[config.mk]
export PLATFORM = sky130hd
export DESIGN_NAME = pipe_stage_reg
export DESIGN_NICKNAME = d
export VERILOG_FILES = /design/src/rtl/pipe_stage_pkg.sv /design/src/rtl/pipe_stage_cnt.sv /design/src/rtl/pipe_stage_reg.sv
export SDC_FILE = /design/constraint.sdc
export NUM_CORES = 1
export LEC_CHECK = 0
export ABC_CLOCK_PERIOD_IN_PS = 4800
export CAP_MARGIN = 30
export CORE_MARGIN = 10
export CORE_UTILIZATION = 50
export DETAILED_ROUTE_END_ITERATION = 10
export GPL_ROUTABILITY_DRIVEN = 0
export PLACE_DENSITY = 0.81
export REMOVE_ABC_BUFFERS = 1
export SLEW_MARGIN = 10
export SYNTH_ARGS = -nofsm -noshare
export SYNTH_HDL_FRONTEND = slang
export SYNTH_SLANG_ARGS = --single-unit
[constraint.sdc]
create_clock -name clk -period 4.8 [get_ports clk]
set_clock_uncertainty 0.1 [all_clocks]
set_input_delay 1.44 -clock clk [delete_from_list [all_inputs] [get_ports clk]]
set_output_delay 1.44 -clock clk [all_outputs]
set_load 0.005 [all_outputs]
[src/rtl/pipe_stage_pkg.sv]
// Shared types and constants for the elastic pipeline-stage register.
package pipe_stage_pkg;

    typedef enum logic [1:0] {
        EMPTY = 2'd0,
        ONE   = 2'd1,
        TWO   = 2'd2
    } state_t;

    localparam int CNT_W_DEFAULT = 16;

    // Width of one stored entry: control field above data field.
    function automatic int entry_width(input int ctrl_w, input int data_w);
        return ctrl_w + data_w;
    endfunction

endpackage

[src/rtl/pipe_stage_cnt.sv]
// Saturating up-counter used for the stage statistics; state updates on the
// falling edge, cleared only by rst_n.
module pipe_stage_cnt
    import pipe_stage_pkg::*;
#(
    parameter int CNT_W = CNT_W_DEFAULT
) (
    input  logic             clk,
    input  logic             rst_n,
    input  logic             inc,
    output logic [CNT_W-1:0] count
);

    logic [CNT_W-1:0] r_count;

    always_ff @(negedge clk or negedge rst_n) begin
        if (!rst_n) begin
            r_count <= '0;
        end else if (inc && (r_count != {CNT_W{1'b1}})) begin
            r_count <= r_count + 1'b1;
        end
    end

    assign count = r_count;

endmodule

[src/rtl/pipe_stage_reg.sv]
// Elastic pipeline-stage register with one-entry skid, flush and NOP masking.
// Optional statistics counters are built when PIPE_STAGE_STATS_EN is defined.
module pipe_stage_reg
    import pipe_stage_pkg::*;
#(
    parameter int                CTRL_W         = 16,
    parameter int                DATA_W         = 96,
    parameter logic [CTRL_W-1:0] CTRL_KILL_MASK = '1,
    parameter int                CNT_W          = CNT_W_DEFAULT
) (
    input  logic              clk,
    input  logic              rst_n,
    input  logic              flush,
    input  logic              in_valid,
    output logic              in_ready,
    input  logic [CTRL_W-1:0] in_ctrl,
    input  logic [DATA_W-1:0] in_data,
    output logic              out_valid,
    input  logic              out_ready,
    output logic [CTRL_W-1:0] out_ctrl,
    output logic [DATA_W-1:0] out_data,
    output logic [CNT_W-1:0]  stall_cnt,
    output logic [CNT_W-1:0]  bubble_cnt
);

    localparam int ENTRY_W = entry_width(CTRL_W, DATA_W);

    state_t             r_state;
    state_t             w_state_nxt;
    logic [ENTRY_W-1:0] r_main;
    logic [ENTRY_W-1:0] r_skid;
    logic [ENTRY_W-1:0] w_in_entry;
    logic               w_accept;
    logic               w_take;
    logic               w_load_main_in;
    logic               w_load_main_skid;
    logic               w_load_skid;
    logic [CTRL_W-1:0]  w_main_ctrl;

    // Handshake flags depend on registered state only, so in_ready has no
    // combinational path from out_ready or in_valid.
    assign in_ready   = (r_state != TWO);
    assign out_valid  = (r_state != EMPTY);
    assign w_in_entry = {in_ctrl, in_data};
    assign w_accept   = in_valid & in_ready;
    assign w_take     = out_valid & out_ready;

    always_comb begin
        w_state_nxt      = r_state;
        w_load_main_in   = 1'b0;
        w_load_main_skid = 1'b0;
        w_load_skid      = 1'b0;
        unique case (r_state)
            EMPTY: begin
                if (w_accept) begin
                    w_state_nxt    = ONE;
                    w_load_main_in = 1'b1;
                end
            end
            ONE: begin
                if (w_accept && w_take) begin
                    w_load_main_in = 1'b1;
                end else if (w_accept) begin
                    w_state_nxt = TWO;
                    w_load_skid = 1'b1;
                end else if (w_take) begin
                    w_state_nxt = EMPTY;
                end
            end
            TWO: begin
                if (w_take) begin
                    w_state_nxt      = ONE;
                    w_load_main_skid = 1'b1;
                end
            end
            default: w_state_nxt = EMPTY;
        endcase
        // Flush discards every event of this edge; stored data stays as-is.
        if (flush) begin
            w_state_nxt      = EMPTY;
            w_load_main_in   = 1'b0;
            w_load_main_skid = 1'b0;
            w_load_skid      = 1'b0;
        end
    end

    always_ff @(negedge clk or negedge rst_n) begin
        if (!rst_n) begin
            r_state <= EMPTY;
        end else begin
            r_state <= w_state_nxt;
        end
    end

    always_ff @(negedge clk or negedge rst_n) begin
        if (!rst_n) begin
            r_main <= '0;
            r_skid <= '0;
        end else begin
            if (w_load_main_in) begin
                r_main <= w_in_entry;
            end else if (w_load_main_skid) begin
                r_main <= r_skid;
            end
            if (w_load_skid) begin
                r_skid <= w_in_entry;
            end
        end
    end

    assign w_main_ctrl = r_main[ENTRY_W-1:DATA_W];
    assign out_data    = r_main[DATA_W-1:0];
    assign out_ctrl    = w_main_ctrl & ~(CTRL_KILL_MASK & {CTRL_W{~out_valid}});

`ifdef PIPE_STAGE_STATS_EN
    logic w_stall_inc;
    logic w_bubble_inc;

    assign w_stall_inc  = out_valid & ~out_ready;
    assign w_bubble_inc = ~out_valid;

    pipe_stage_cnt #(.CNT_W(CNT_W)) u_stall_cnt (
        .clk   (clk),
        .rst_n (rst_n),
        .inc   (w_stall_inc),
        .count (stall_cnt)
    );

    pipe_stage_cnt #(.CNT_W(CNT_W)) u_bubble_cnt (
        .clk   (clk),
        .rst_n (rst_n),
        .inc   (w_bubble_inc),
        .count (bubble_cnt)
    );
`else
    assign stall_cnt  = '0;
    assign bubble_cnt = '0;
`endif

endmodule

# Yosys cells after proc, flatten, opt, wreduce, memory -nomap -nowiden
# Index checks and enable logic that the tools add are counted.
dict set report totals {
  input_bits 117
  wordCells 39
  out_inout_bits 146
  ff_bits 226
}
dict set report classes {
  muxes 19
  bitwise_logic 5
  n_eq_ne 7
  reduce_logical 5
}
# operator n
set op_table {}
lappend op_table {{$mux W112} 2}
lappend op_table {{$and A16 B16 Y16} 1}
lappend op_table {{$not A16 Y16} 1}
lappend op_table {{$mux W2} 6}
lappend op_table {{$mux W1} 9}
lappend op_table {{$ne A3 B3 Y1 const B} 3}
lappend op_table {{$pmux W2 S3} 1}
lappend op_table {{$ne A4 B4 Y1 const B} 1}
lappend op_table {{$reduce_and A4 Y1} 1}
lappend op_table {{$reduce_bool A2 Y1} 2}
lappend op_table {{$and A1 B1 Y1} 2}
lappend op_table {{$eq A2 B1 Y1 const B} 1}
lappend op_table {{$eq A2 B2 Y1 const B} 1}
lappend op_table {{$logic_not A2 Y1} 1}
lappend op_table {{$ne A2 B2 Y1 const B} 1}
lappend op_table {{$pmux W1 S2} 1}
lappend op_table {{$logic_and A1 B1 Y1} 1}
lappend op_table {{$not A1 Y1} 1}

# Longest topological paths before layout
dict set report depth {
  depth_word 7
  mapped_depth 6
  ltp_nobuf 4
}

==> results.toml <==
[global_route]
overflow = 0
antenna_found_initial = 0
grt_usage_pct = 20.2
grt_pass1_vias = 7676
grt_max_degree = 46
grt_pass1_wl_um = 45600

[synth]
ys_types = 23
synth_top_area_share_pct = 52.2
ys_seq_area_share_pct = 52.2
muxShareOfSynthArea_pct = 34.8
ys_seq_elements = 226
synth_async_sr_flop_share_pct = 100
ys_warn_count = 0
synth_edf_count = 0
synth_top_family_by_area = "multiplexers"
synth_simple_gate_area_share_pct = 1.63
synthCells = 765
synth_compound_area_share_pct = 0.324
synth_fa_ha_area_share_pct = 0
synthTopCellsByArea = "dfrtn_1 (52%), mux2_2 (31%), buf_4 (8.9%)"
synth_largest_area_cell = "dfrtn_1"
post-synth-top-count-cell = "mux2_2"
synth-xor-area-share_pct = 0
synth_area_per_cell_um2 = 14.2
syn_area_um2 = 10800
synthFlopType = "dfrtn_1"
netlist_top_cells_count = "mux2_2 (295), dfrtn_1 (226), buf_4 (128)"

[final_layout]
diodes = 0
drive_gt1_share_pct = 61.5
multiInputGateArea_um2 = 4730
seq_area_um2 = 5660
area_delta_synth_final_pct = 42.0
design_area_um2 = 15400
nets = 1150
fill_cells = 1280
stdcell_count = 1324

[placed_design]
placed_cell_area_um2 = 13100
place_ws_ns = -1.11
dp.cells = 1181
hpwl_um = 17300
port_buffers = 230

[sta]
hold_violations = 0
whs_ns = 0.348
layout_setup_ws_ns = -0.587
setup_violations = 327
rsz0062_at_grt = "yes"
slew_violations = 0

[floorplanning]
core_area_um2 = 21200
die_y_um = 167
rows = 53
num_io_pins = 263
die_area_um2 = 27900
die_w_um = 167
start_util_pct = 51.2

[power]
p_int_w = 0.00524
ir_worst_vdd_mv = 0.353
seqPwrFrac_pct = 41.9
clockPowerShare_pct = 26.0
powerDensity_nw_per_um2 = 463
p_leak_nw = 7.57
power_switching_share_pct = 26.5
p_sw_w = 0.00189
pwr-share-comb_pct = 32.1

[routing]
routed_wl_um = 31300
ant_nets = 0
drt_iter0_drc = 326
routedWlPerCell_um = 23.6
drtPass1Iterations = 4
vias_per_cell = 5.22
remaining_drc_errors = 0
via_count = 6907

[cts]
cts.clk_slew.worst_paths_ns = 0.05
cts-root-buf = "clkbuf_16"
clock_latency_ns = 0.51
cts.sinks = 226
ctsHoldBuffers = 0
cts_buffers = 25
cts_tree = "done"
clk_path_buf_depth = 3
htreeDepth = 1

[setup_path]
critPathMaxFanout = 4
slowest_stage = "dfrtn_1"
criticalPathCategory = "reg -> out"
cp-start-kind = "flop"
slowest_delay_ns = 0.42
path_cells = "buf_4 -> nand2b_1 -> clkdlybuf4s15_2"
worstPathRequired_ns = 3.26
end_kind = "output pin"
cp_data_arrival_time_ns = 3.85

[run_status]
violations = "negative setup slack"
status = "finished with violations"

[run]
drv_cap = 0

[worst_hold_path]
hp-class = "reg -> reg"
## critical path: cells and delay by family (launching register included)
kind          cells  cell delay, ns
buf+inv           2            0.38
simple gates      1            0.13
flops             1            0.42
## metal layers
layer  wire length [um]  vias to the layer above  global-route usage (%)  part of all wire (%)
met1              13000                     3579                    25.3                    41
met2              15400                      238                    33.9                    49
met3               2350                       40                    6.23                   7.5
met5                  0                        -                       0                     0
met4                544                        0                    3.60                   1.7
li1                   -                     3050                       -                     -
## registers in the layout, indices dropped and copies added, names as in the netlist
name     count
r_main     112
r_skid     112
r_state      2
## repair_timing
| action | CTS | global route |
|---|---|---|
| resized for setup | 563 | 138 |
| endpoints found under the setup margin | 338 | 337 |
| setup buffers | 54 | 37 |
| cloned | 30 | 5 |
| pin swaps | 5 | 4 |
## power by group through the flow
stage | combinational, W | sequential (W) | clock [W]
finish | 0.00228 | 0.00299 | 0.00186
global route | 0.00244 | 0.00305 | 0.00196
CTS | 0.00200 | 0.00294 | 0.00189
detailed placement | 0.00198 | 0.00297 | 0
global placement | 0.00193 | 0.00294 | 0
floorplan | 0.000913 | 0.00290 | 0
## cell usage in the layout, fill, tap and decap left out, types with 6 or more instances in the layout
master           count
buf_12              41
clkdlybuf4s50_1    112
mux2_2             204
buf_8                9
buf_6               21
clkbuf_8             6
clkbuf_16           30
buf_16              15
conb_1              32
dfrtn_1            226
nor2b_1             11
clkbuf_1             8
buf_2              109
mux2_4             127
buf_4               58
## final timing paths
path                        startpoint          end  slack, ns  depth (start not counted)
max in group asynchronous        rst_n   r_skid[28]       1.00                          2
max                         r_state[0]     in_ready      -0.59                          3
min in group asynchronous        rst_n    r_main[7]       2.97                          1
min reg2reg                r_skid[104]  r_skid[104]       0.35                          1
max reg2reg                 r_state[1]   r_main[44]       2.58                          9
min                        r_skid[104]  r_skid[104]       0.35                          1
## layout make-up
cell class	instances	area share, %
inverter	2	0.0488
clock inverter	4	0.334
timing repair buffer	373	25.1
sequential	226	36.8
tap	275	2.24
clock buffer	39	4.80
multi-input combinational	405	30.7
## stage by stage
step / power, W / util [%] / TNS [ns]
2_1_floorplan: 0.00381 / - / -862.24
3_3_place_gp: 0.00486 / 61.8 / -230.45
3_5_place_dp: 0.00495 / 61.8 / -238.80
4_1_cts: 0.00683 / 71.4 / -65.74
5_1_grt: 0.00745 / 72.7 / -72.99
6_report: 0.00713 / 72.7 / -64.22
## logic make-up (layout without fill, tap and decap cells)
family	Yosys count	in the layout
other	1	32
AND/OR/NAND/NOR	30	32
AO/OA/AOI/OAI	6	6
flip-flops	226	226
multiplexers	335	335
buffers and inverters	167	418
Power figures use the tool's default switching activity.
